==> config.mk <==
export PLATFORM = sky130hd
export DESIGN_NAME = bp_be_hazard_tracker
export DESIGN_NICKNAME = d
export VERILOG_FILES = /design/src/rtl/bp_be_hazard_tracker.sv
export SDC_FILE = /design/constraint.sdc
export NUM_CORES = 1
export LEC_CHECK = 0
export CAP_MARGIN = 10
export CORE_ASPECT_RATIO = 0.7
export CORE_MARGIN = 3
export CORE_UTILIZATION = 50
export DETAILED_ROUTE_END_ITERATION = 12
export GPL_ROUTABILITY_DRIVEN = 1
export PLACE_DENSITY = 0.85
export SKIP_CTS_REPAIR_TIMING = 1
export SLEW_MARGIN = 10
export SYNTH_ARGS = -nofsm -noshare
export SYNTH_HDL_FRONTEND = slang
export SYNTH_SLANG_ARGS = --single-unit
==> constraint.sdc <==
create_clock -name clk_i -period 4.4 [get_ports clk_i]
set_clock_uncertainty 0.1 [all_clocks]
set_input_delay 0.88 -clock clk_i [delete_from_list [all_inputs] [get_ports clk_i]]
set_output_delay 0.88 -clock clk_i [all_outputs]
set_load 0.03 [all_outputs]
==> src/rtl/bp_be_hazard_tracker.sv <==
// bp_be_hazard_tracker
// ---------------------------------------------------------------------------
// Issue-stage hazard tracker. A shift register of in-flight writers (one
// entry per stage, stage 0 = ex1) supplies RAW and WAW checks against the
// instruction at issue. A per-register-file scoreboard tracks long-latency
// writers once they commit. Structural stalls come from per-pipe busy flags.
//
// Ports:
//   clk_i, reset_i            clock, asynchronous active-high reset
//   issue_*                   instruction presented at issue (operands, rd, pipe)
//   dispatch_v_i              issue instruction leaves for dispatch this cycle
//   flush_i                   invalidate all in-flight stage entries
//   score_* / clear_*         set / clear one scoreboard bit
//   pipe_busy_i               per-pipe structural busy
//   hazard_v_o                OR of data/waw/struct stalls
//   data_haz_o, waw_haz_o,
//   struct_haz_o              individual stall causes (gated by issue_v_i)
//   sb_empty_o                no scoreboard bit set (registered state)
//   stall_cnt_o               {struct, waw, data} 32-bit stall-cycle counters
//
// Optional feature: define BP_BE_HAZARD_TRACKER_STATS_EN to build saturating
// stall counters; otherwise stall_cnt_o is tied to zero.
// ---------------------------------------------------------------------------
module bp_be_hazard_tracker #(
    parameter int num_stages_p     = 4,
    parameter int num_rs_p         = 3,
    parameter int num_rf_p         = 2,
    parameter int reg_addr_width_p = 5,
    parameter int num_pipes_p      = 8,
    parameter logic [num_pipes_p*3-1:0] pipe_lat_p = {num_pipes_p{3'd1}},
    localparam int rf_id_w   = (num_rf_p > 1) ? $clog2(num_rf_p) : 1,
    localparam int pipe_id_w = (num_pipes_p > 1) ? $clog2(num_pipes_p) : 1
) (
    input  logic                                 clk_i,
    input  logic                                 reset_i,
    input  logic                                 issue_v_i,
    input  logic [num_rs_p-1:0]                  issue_rs_v_i,
    input  logic [num_rs_p*rf_id_w-1:0]          issue_rs_rf_i,
    input  logic [num_rs_p*reg_addr_width_p-1:0] issue_rs_addr_i,
    input  logic                                 issue_rd_v_i,
    input  logic [rf_id_w-1:0]                   issue_rd_rf_i,
    input  logic [reg_addr_width_p-1:0]          issue_rd_addr_i,
    input  logic [pipe_id_w-1:0]                 issue_pipe_i,
    input  logic                                 dispatch_v_i,
    input  logic                                 flush_i,
    input  logic                                 score_v_i,
    input  logic [rf_id_w-1:0]                   score_rf_i,
    input  logic [reg_addr_width_p-1:0]          score_addr_i,
    input  logic                                 clear_v_i,
    input  logic [rf_id_w-1:0]                   clear_rf_i,
    input  logic [reg_addr_width_p-1:0]          clear_addr_i,
    input  logic [num_pipes_p-1:0]               pipe_busy_i,
    output logic                                 hazard_v_o,
    output logic                                 data_haz_o,
    output logic                                 waw_haz_o,
    output logic                                 struct_haz_o,
    output logic                                 sb_empty_o,
    output logic [3*32-1:0]                      stall_cnt_o
);

    // Scoreboard is indexed by {rf, addr}; sized to the full index space so
    // the concatenation can be used directly.
    localparam int sb_w = 1 << (rf_id_w + reg_addr_width_p);

    typedef struct packed {
        logic                        v;
        logic                        rd_v;
        logic [rf_id_w-1:0]          rd_rf;
        logic [reg_addr_width_p-1:0] rd_addr;
        logic [2:0]                  lat;
    } entry_t;

    entry_t                      stage_reg [num_stages_p];
    logic [sb_w-1:0]             sb_reg;
    logic [2:0]                  issue_lat;
    logic                        load;
    logic                        raw_hit;
    logic                        waw_hit;
    logic [rf_id_w-1:0]          rs_rf;
    logic [reg_addr_width_p-1:0] rs_addr;
    logic                        rd_is_x0;

    genvar gi;

    // Out-of-range pipe indices read back latency 0 via the shift.
    assign issue_lat = 3'(pipe_lat_p >> (3 * issue_pipe_i));
    assign load      = dispatch_v_i & issue_v_i & ~hazard_v_o & ~flush_i;

    // In-flight stage shift register.
    always_ff @(posedge clk_i or posedge reset_i) begin
        if (reset_i) begin
            for (int i = 0; i < num_stages_p; i++) begin
                stage_reg[i] <= '0;
            end
        end else begin
            stage_reg[0].v       <= load;
            stage_reg[0].rd_v    <= issue_rd_v_i;
            stage_reg[0].rd_rf   <= issue_rd_rf_i;
            stage_reg[0].rd_addr <= issue_rd_addr_i;
            stage_reg[0].lat     <= issue_lat;
            for (int i = 1; i < num_stages_p; i++) begin
                stage_reg[i]   <= stage_reg[i-1];
                stage_reg[i].v <= stage_reg[i-1].v & ~flush_i;
            end
        end
    end

    // Scoreboard: the score write comes last so it wins on a same-target
    // collision with clear. Integer x0 is never scored.
    always_ff @(posedge clk_i or posedge reset_i) begin
        if (reset_i) begin
            sb_reg <= '0;
        end else begin
            if (clear_v_i) begin
                sb_reg[{clear_rf_i, clear_addr_i}] <= 1'b0;
            end
            if (score_v_i && !(score_rf_i == '0 && score_addr_i == '0)) begin
                sb_reg[{score_rf_i, score_addr_i}] <= 1'b1;
            end
        end
    end

    assign rd_is_x0 = (issue_rd_rf_i == '0) && (issue_rd_addr_i == '0);

    always_comb begin
        raw_hit = 1'b0;
        waw_hit = 1'b0;
        rs_rf   = '0;
        rs_addr = '0;
        for (int j = 0; j < num_rs_p; j++) begin
            rs_rf   = issue_rs_rf_i[j*rf_id_w +: rf_id_w];
            rs_addr = issue_rs_addr_i[j*reg_addr_width_p +: reg_addr_width_p];
            if (issue_rs_v_i[j] && !(rs_rf == '0 && rs_addr == '0)) begin
                if (sb_reg[{rs_rf, rs_addr}]) begin
                    raw_hit = 1'b1;
                end
                // Short writer still inside its forwarding window.
                for (int i = 0; i < num_stages_p; i++) begin
                    if (stage_reg[i].v && stage_reg[i].rd_v
                        && stage_reg[i].rd_rf == rs_rf && stage_reg[i].rd_addr == rs_addr
                        && stage_reg[i].lat != 3'd0
                        && {29'b0, stage_reg[i].lat} > 32'(i + 1)) begin
                        raw_hit = 1'b1;
                    end
                end
            end
        end
        if (issue_rd_v_i && !rd_is_x0) begin
            if (sb_reg[{issue_rd_rf_i, issue_rd_addr_i}]) begin
                waw_hit = 1'b1;
            end
            // Long writer in flight but not yet on the scoreboard.
            for (int i = 0; i < num_stages_p; i++) begin
                if (stage_reg[i].v && stage_reg[i].rd_v
                    && stage_reg[i].rd_rf == issue_rd_rf_i
                    && stage_reg[i].rd_addr == issue_rd_addr_i
                    && stage_reg[i].lat == 3'd0) begin
                    waw_hit = 1'b1;
                end
            end
        end
    end

    assign data_haz_o   = issue_v_i & raw_hit;
    assign waw_haz_o    = issue_v_i & waw_hit;
    assign struct_haz_o = issue_v_i & |(pipe_busy_i & ({{(num_pipes_p-1){1'b0}}, 1'b1} << issue_pipe_i));
    assign hazard_v_o   = data_haz_o | waw_haz_o | struct_haz_o;
    assign sb_empty_o   = ~|sb_reg;

`ifdef BP_BE_HAZARD_TRACKER_STATS_EN
    logic [31:0] cnt_reg [3];
    logic [2:0]  cnt_inc;

    assign cnt_inc = {struct_haz_o, waw_haz_o, data_haz_o};

    generate
        for (gi = 0; gi < 3; gi++) begin : g_cnt
            always_ff @(posedge clk_i or posedge reset_i) begin
                if (reset_i) begin
                    cnt_reg[gi] <= '0;
                end else if (cnt_inc[gi] && cnt_reg[gi] != 32'hFFFF_FFFF) begin
                    cnt_reg[gi] <= cnt_reg[gi] + 32'd1;
                end
            end
        end
    endgenerate

    assign stall_cnt_o = {cnt_reg[2], cnt_reg[1], cnt_reg[0]};
`else
    assign stall_cnt_o = '0;
`endif

endmodule

==> run_results.csv, run 1 <==
group,metric,value,unit
synthesis,ys.flop_type,"dfrtp_1",
cts,cts.sinks,100,
sta,worst_pin_slew,0.5348,ns
die,fp.dieArea,15670,sq um
power,power,3193,uW
sta,fin_crit,4.324,ns
final_layout,layout_commonest_cell,"o21ai_0",
global_routing,grt_overflow,0,
sta,rsz0062_at_grt,"false",
worst_setup_path,cp-startpoint,"issue_rs_addr_i[7]",
power,power_leakage,0.003453,uW
synthesis,syn_avg_cell_area,10.65,sq um
synthesis,ys_types,44,
sta,max_freq,231.3,MHz
global_routing,grt_max_degree,101,
job,cap_viol_max_count,0,
global_routing,antenna_found_initial,0,
cts,cts.reportedPaths.clkPinSlew,0.07,ns
cts,cts_buffer_depth,2,
routing,drtAntennaViolNets,0,
routing,drtIter0Drc,1050,
place,gp_congestion,1.164,
worst_setup_path,endpoint_kind,"primary output",
final_layout,fin_area,8300,sq um
routing,highest_layer,"met5",
routing,finalWirelength,24.18,mm
final_layout,drive_gt1_share,20.94,%
place,place_area,7935,sq um
min_path,hold_class,"register to register",
cts,htree_levels,3,
synthesis,synth_warnings,0,
routing,routedWlPerCell,25.32,microns
worst_setup_path,path_max_fanout,5,
sta,final-max-slew-violation-count,0,
final_layout,nets,823,
routing,vias_per_cell,6.631,
synthesis,synthArstFlopShare,100.0,%
final_layout,layout_common_cells,"o21ai_0, dfrtp_1, conb_1",
routing,wl_met2,9.640,mm
cts,clk_latency,0.35,ns
die,dieHeight,105.6,microns
power,ir_worst_vdd,222.4,uV
sta,setup_viol,0,
worst_setup_path,rr_startpoint,"sb_reg[19]",
synthesis,syn_inst,666,
die,rows,35,
synthesis,yosysSeqAreaShare,35.29,%
final_layout,largest_register_ffs,64,
die,die_w,148.3,microns
synthesis,syn_area,7091,sq um
synthesis,synth-seq-cells,100,
synthesis,synth_edf_count,0,
routing,drc,0,
final_layout,areaGrowthSynthToFinish,17.06,%
die,ios,159,
worst_setup_path,cp-start-kind,"input port",
power,power.density,384.7,nW/um^2
global_routing,grt_usage,30.55,%
cts,cts_tree,"done",
final_layout,utilization,61.54,%
sta,slew-limit-headroom,64.34,%
sta,period_share,98.27,%
routing,met3_length,4.633,mm
routing,vias,6333,
place,dpl.hpwl,17.85,mm
sta,hold_violations,0,
global_routing,grt_first_pass_wirelength,35.92,mm
cts,cts_buffers,9,
worst_setup_path,cp.arrival,3.34,ns
place,port_buffers,62,
die,start_util,52.57,%
routing,wl_met1,8.637,mm
min_path,hold_start,"stage_reg[31]",
worst_setup_path,required,3.42,ns
run_status,outcome,"completed",
cts,root_buffer,"clkbuf_16",
routing,drtPass1Iterations,11,
worst_setup_path,crit_type,"input port to primary output",
global_routing,grt_pass1_vias,5936,
die,core,13490,sq um
==> critical path, stage by stage <==
cell	delay, ns
clkdlybuf4s50_1	0.65
mux4_2	0.56
mux2_2	0.28
o21ai_0	0.17
nand4_1	0.12
nand4_1	0.13
nand3_2	0.17
and2_1	0.20
buf_2	0.18
==> cell usage after synthesis, types with 7 or more instances <==
cell,n,share of area [%]
mux4_2,63,20
nand3b_1,18,1.9
inv_1,7,0.37
nand2_1,24,1.3
dfrtp_1,100,35
nand4_1,13,1.1
buf_2,8,0.56
nor4_1,20,1.8
clkbuf_1,23,1.2
o21ai_0,124,8.8
nand3_1,23,1.6
buf_4,97,10
mux2i_1,25,3.5
nor2_1,16,0.85
nor3_1,8,0.56
xor2_1,20,2.5
mux2_2,8,1.3
nor2b_1,8,0.71
==> through the flow <==
stage	cells	hold WS [ns]	worst slack, ns	TNS, ns
3_3_place_gp	938	0.2593	-0.6712	-1.390
4_1_cts	953	0.2755	-0.7428	-1.567
5_1_grt	954	0.2903	0.01504	0
2_1_floorplan	761	0.2535	0.5458	0
6_report	955	0.2761	0.07595	0
3_5_place_dp	938	0.2601	-0.7301	-1.525
==> final timing paths <==
check	end	slack (ns)	cells past startpoint
max in group asynchronous	sb_reg[22]	2.89	3
hold / removal	stage_reg[20]	0.28	0
setup reg to reg	stage_reg[43]	1.65	7
setup / recovery	data_haz_o	0.08	9
min in group asynchronous	sb_reg[24]	0.89	3
hold reg to reg	stage_reg[20]	0.28	0
==> layout make-up <==
type / instances / area, sq um
sequential: 100 / 2502
tap: 185 / 231.5
inverter: 7 / 28.78
clock buffer: 9 / 225.2
fill: 1091 / 5187
clock inverter: 6 / 88.84
antenna: 1 / 2.502
multi-input combinational: 522 / 4075
timing repair buffer: 125 / 1146
==> report_power, final <==
| group | total, uW | internal [uW] | switching, uW |
|---|---|---|---|
| Clock | 862 | 497 | 365 |
| Combinational | 973 | 460 | 514 |
| Sequential | 1360 | 1040 | 313 |
==> cell families after synthesis <==
kind of cell           synth area share, %
AO/OA/AOI/OAI                        11.89
other                               0.1059
multiplexers                         24.81
AND/OR/NAND/NOR                      12.30
buffers and inverters                12.63
flip-flops                           35.29
XOR/XNOR                             2.965
==> metal layers <==
metal	GRT usage, %	vias up
li1	-	2533
met1	41.25	3044
met2	41.58	602
met3	18.18	150
met4	8.504	4
met5	0	-
Power figures use the tool's default switching activity.
==> run 2: changes to the inputs <==
- CORE_MARGIN: 3 -> not set
- DONT_BUFFER_PORTS: not set -> 1
- PLACE_DENSITY: 0.85 -> 0.71
- SLEW_MARGIN: 10 -> not set
==> run 2 against run 1 <==
Against the previous run: die area shrank 6.4%; largest power group unchanged; count of clock-buffer cells in the layout grew 2; critical path type is now register to primary output; flip-flop and latch count is the same; sequential share of layout area grew 4.7 points; wire length shrank 11%.
==> run_results.csv, run 2 (synthesis gave the netlist of run 1 again) <==
group,metric,value,unit
worst_setup_path,ff2ff_setup_slack,1.64,ns
sta,rsz0062_at_grt,"false",
worst_setup_path,crit_type,"register to primary output",
sta,max_freq,254.5,MHz
sta,hold_ws,0.2821,ns
sta,hold_violations,0,
cts,root_buffer,"clkbuf_16",
sta,worst_pin_slew,0.6719,ns
worst_setup_path,cp.arrival,2.95,ns
power,power_leakage,0.002877,uW
routing,drtIter0Drc,627,
die,core,13490,sq um
job,cap_viol_max_count,0,
run_status,outcome,"completed",
die,die_w,144.3,microns
global_routing,grt_first_pass_wirelength,31.62,mm
final_layout,drive_gt1_share,15.29,%
routing,drtAntennaViolNets,0,
global_routing,grt_max_degree,54,
die,dieHeight,101.6,microns
power,ir_worst_vdd,208.8,uV
final_layout,largest_register_ffs,64,
worst_setup_path,cp_common_cell,"mux4_2",
die,ios,159,
global_routing,antenna_found_initial,0,
cts,cts_buffers,9,
power,power.density,397.7,nW/um^2
worst_setup_path,endpoint_kind,"primary output",
worst_setup_path,crit_family,"multiplexers",
cts,cts_buffer_depth,2,
worst_setup_path,reg2reg_depth,6,
routing,finalWirelength,21.50,mm
place,dpl.hpwl,16.10,mm
sta,fin_crit,3.930,ns
sta,setup_viol,0,
worst_setup_path,worstPathCellList,"mux4_2 > mux4_2 > mux2_2 > o2111ai_1 > nand3_1 > and2_1",
cts,clk_latency,0.34,ns
global_routing,grt_usage,30.23,%
final_layout,layout_common_cells,"o21ai_0, dfrtp_1, conb_1",
final_layout,nets,707,
worst_setup_path,rr_startpoint,"sb_reg[7]",
routing,routedWlPerCell,25.62,microns
global_routing,grt_overflow,0,
place,gp_congestion,0.9891,
die,fp.dieArea,14670,sq um
sta,slew-limit-headroom,55.21,%
final_layout,utilization,53.17,%
global_routing,grt_pass1_vias,5223,
final_layout,diodes,0,
worst_setup_path,endpoint,"data_haz_o",
sta,final-max-slew-violation-count,0,
routing,vias,5585,
die,start_util,52.57,%
worst_setup_path,cp_num_buf_inv,0,
routing,vias_per_cell,6.657,
final_layout,nFillCells,1205,
worst_setup_path,path_max_fanout,6,
final_layout,areaGrowthSynthToFinish,1.147,%
worst_setup_path,slowest_stage,"dfrtp_1",
worst_setup_path,critical_path_cell_count,6,
cts,cts.sinks,100,
worst_setup_path,rr_endpoint,"stage_reg[43]",
place,port_buffers,0,
worst_setup_path,critical-path-max-stage-delay,0.52,ns
cts,htree_levels,3,
worst_setup_path,required,3.42,ns
sta,period_share,89.32,%
cts,cts.reportedPaths.clkPinSlew,0.07,ns
die,rows,35,
sta,fin_setup_tns,0,ns
worst_setup_path,cp-startpoint,"sb_reg[7]",
worst_setup_path,cp-start-kind,"register",
routing,drtPass1Iterations,6,
final_layout,layout_commonest_cell,"o21ai_0",
min_path,hold_class,"register to register",
cts,cts_tree,"done",
routing,drc,0,
min_path,whs_path_depth,0,
==> run 2: cell count changes in the layout (fill, tap and decap cells not counted), moves of 2 or more <==
cell,change
clkdlybuf4s50_1,-57
buf_4,-49
buf_6,-4
buf_12,-3
dlymetal6s2s_1,-3
clkbuf_1,+2
==> run 2: routing by layer <==
layer / vias to the layer above / share of wire [%] / GRT usage, %
li1: 2296 / - / -
met5: - / 0 / 0
met4: 0 / 1.8 / 6.559
met3: 49 / 18 / 14.94
met1: 2768 / 39 / 44.25
met2: 472 / 41 / 39.76
==> run 2: cell type report <==
class                      count  area, sq um  area share (%)
multi-input combinational    522         4049           56.45
inverter                       7        28.78          0.4013
timing repair buffer           9        67.56          0.9421
tap                          185        231.5           3.227
clock inverter                 5        60.06          0.8374
clock buffer                  11        232.7           3.245
sequential                   100         2502           34.89
==> run 2: power breakdown <==
group	leakage [uW]	switching [uW]	internal, uW
sequential	0.00125	304	1050
combinational	0.00149	357	352
clock	0.000140	349	444
==> run 2: worst min-delay path by stage <==
stage / start / endpoint / slack, ns
6_report: stage_reg[42] / stage_reg[31] / 0.28
5_1_grt: stage_reg[11] / stage_reg[0] / 0.30
4_1_cts: stage_reg[42] / stage_reg[31] / 0.28
3_5_place_dp: stage_reg[42] / stage_reg[31] / 0.26
3_3_place_gp: stage_reg[42] / stage_reg[31] / 0.26
2_1_floorplan: stage_reg[42] / stage_reg[31] / 0.25
==> run 2: metrics by stage <==
step	cells	instance area (sq um)	setup slack, ns	total power, uW
2_1_floorplan	761	7447	0.5458	1867
3_3_place_gp	823	6879	0.5350	2003
3_5_place_dp	823	6879	0.5145	2026
4_1_cts	839	7172	0.5096	2808
5_1_grt	839	7172	0.3820	2939
6_report	839	7172	0.4701	2852
==> run 3: changes to the inputs <==
--- a/constraint.sdc
+++ b/constraint.sdc
@@ -3,3 +3,3 @@
 set_input_delay 0.88 -clock clk_i [delete_from_list [all_inputs] [get_ports clk_i]]
 set_output_delay 0.88 -clock clk_i [all_outputs]
-set_load 0.03 [all_outputs]
+set_load 0.05 [all_outputs]
==> run 3 against run 2 <==
Against the previous run: worst setup slack worse by 0.014 ns; largest power group unchanged; core utilization hardly changed; first-iteration DRC count is 41% higher; sequential share of layout area hardly changed; final cell count stayed put; sequential power hardly changed; highest routed layer unchanged.
==> run_results.csv, run 3 (synthesis gave the netlist of run 1 again) <==
group,metric,value,unit
final_layout,areaGrowthSynthToFinish,1.076,%
sta,hold_ws,0.2861,ns
job,cap_viol_max_count,0,
routing,vias,5644,
global_routing,grt_overflow,0,
cts,clk_latency,0.35,ns
final_layout,diodes,0,
place,gp_congestion,0.9768,
sta,rsz0062_at_grt,"false",
die,dieHeight,101.6,microns
sta,hold_violations,0,
global_routing,grt_pass1_vias,5158,
die,ios,159,
cts,cts.sinks,100,
global_routing,grt_max_degree,84,
routing,routedWlPerCell,25.56,microns
die,fp.dieArea,14670,sq um
cts,cts_buffer_depth,2,
global_routing,grt_first_pass_wirelength,31.63,mm
global_routing,antenna_found_initial,0,
final_layout,layout_common_cells,"o21ai_0, dfrtp_1, conb_1",
worst_setup_path,endpoint_kind,"primary output",
place,dpl.hpwl,16.02,mm
final_layout,layout_commonest_cell,"o21ai_0",
final_layout,fin_area,7167,sq um
power,ir_worst_vdd,296.3,uV
power,power.density,406.2,nW/um^2
routing,drtAntennaViolNets,0,
routing,drtPass1Iterations,6,
sta,final-max-slew-violation-count,0,
final_layout,nets,707,
final_layout,largest_register_ffs,64,
die,core,13490,sq um
die,start_util,52.57,%
cts,cts.reportedPaths.clkPinSlew,0.07,ns
sta,worst_pin_slew,1.048,ns
sta,setup_viol,0,
worst_setup_path,cp.arrival,2.96,ns
sta,period_share,89.65,%
cts,cts_tree,"done",
worst_setup_path,cp-start-kind,"register",
routing,finalWirelength,21.45,mm
worst_setup_path,crit_type,"register to primary output",
sta,fin_setup_tns,0,ns
sta,max_freq,253.5,MHz
routing,vias_per_cell,6.727,
final_layout,drive_gt1_share,15.75,%
cts,htree_levels,3,
sta,fin_crit,3.944,ns
routing,drtIter0Drc,881,
cts,cts_buffers,9,
die,die_w,144.3,microns
die,rows,35,
global_routing,grt_usage,30.16,%
routing,drc,0,
min_path,hold_class,"register to register",
place,place_area,6885,sq um
cts,root_buffer,"clkbuf_16",
sta,slew-limit-headroom,30.10,%
worst_setup_path,path_max_fanout,6,
place,port_buffers,0,
run_status,outcome,"completed",
power,power_leakage,0.002880,uW
worst_setup_path,required,3.42,ns
[run 3: through the flow]
step                      worst slack [ns]  cells  utilization [%]  power [uW]
after floorplan                     0.4814    761                -        1945
after global placement              0.4795    823            51.05        2086
after detailed placement            0.4806    823            51.05        2108
after CTS                           0.4785    839            53.14        2863
after global routing                0.3950    839            53.14        2990
final                               0.4556    839            53.14        2912
[run 3: power breakdown]
group | switching [uW] | total, uW | internal [uW]
clock | 378 | 770 | 392
combinational | 442 | 797 | 354
sequential | 300 | 1340 | 1040
total | 1120 | 2910 | 1790
[run 3: critical path, cell delays in order (launching register included)]
cell and delay [ns]:
dfrtp_1 0.51, mux4_2 0.53, mux4_2 0.46, mux2_2 0.28
o2111ai_1 0.17, nand3_1 0.24, a21o_1 0.42
[run 3: final cells by class]
cell class,count,area [sq um]
multi-input combinational,522,4055
tap,185,231.5
clock buffer,9,225.2
timing repair buffer,9,67.56
clock inverter,7,56.30
inverter,7,28.78
fill,1202,6321
sequential,100,2502
[run 3: final timing paths]
check	startpoint	end	slack, ns	depth (start not counted)
worst max-delay path	sb_reg[7]	hazard_v_o	0.46	6
worst min-delay path	stage_reg[11]	stage_reg[0]	0.29	0
worst max register to register	sb_reg[7]	stage_reg[43]	1.70	6
worst min register to register	stage_reg[11]	stage_reg[0]	0.29	0
max in group asynchronous	reset_i	stage_reg[39]	2.79	2
min in group asynchronous	reset_i	sb_reg[0]	0.52	1
[run 3: layer usage]
layer,global-route usage [%],part of all wire [%],up-vias
met4,5.992,1.6,0
met2,40.27,41,515
met3,12.58,18,47
li1,-,-,2300
met1,45.51,39,2782
met5,0,0,-
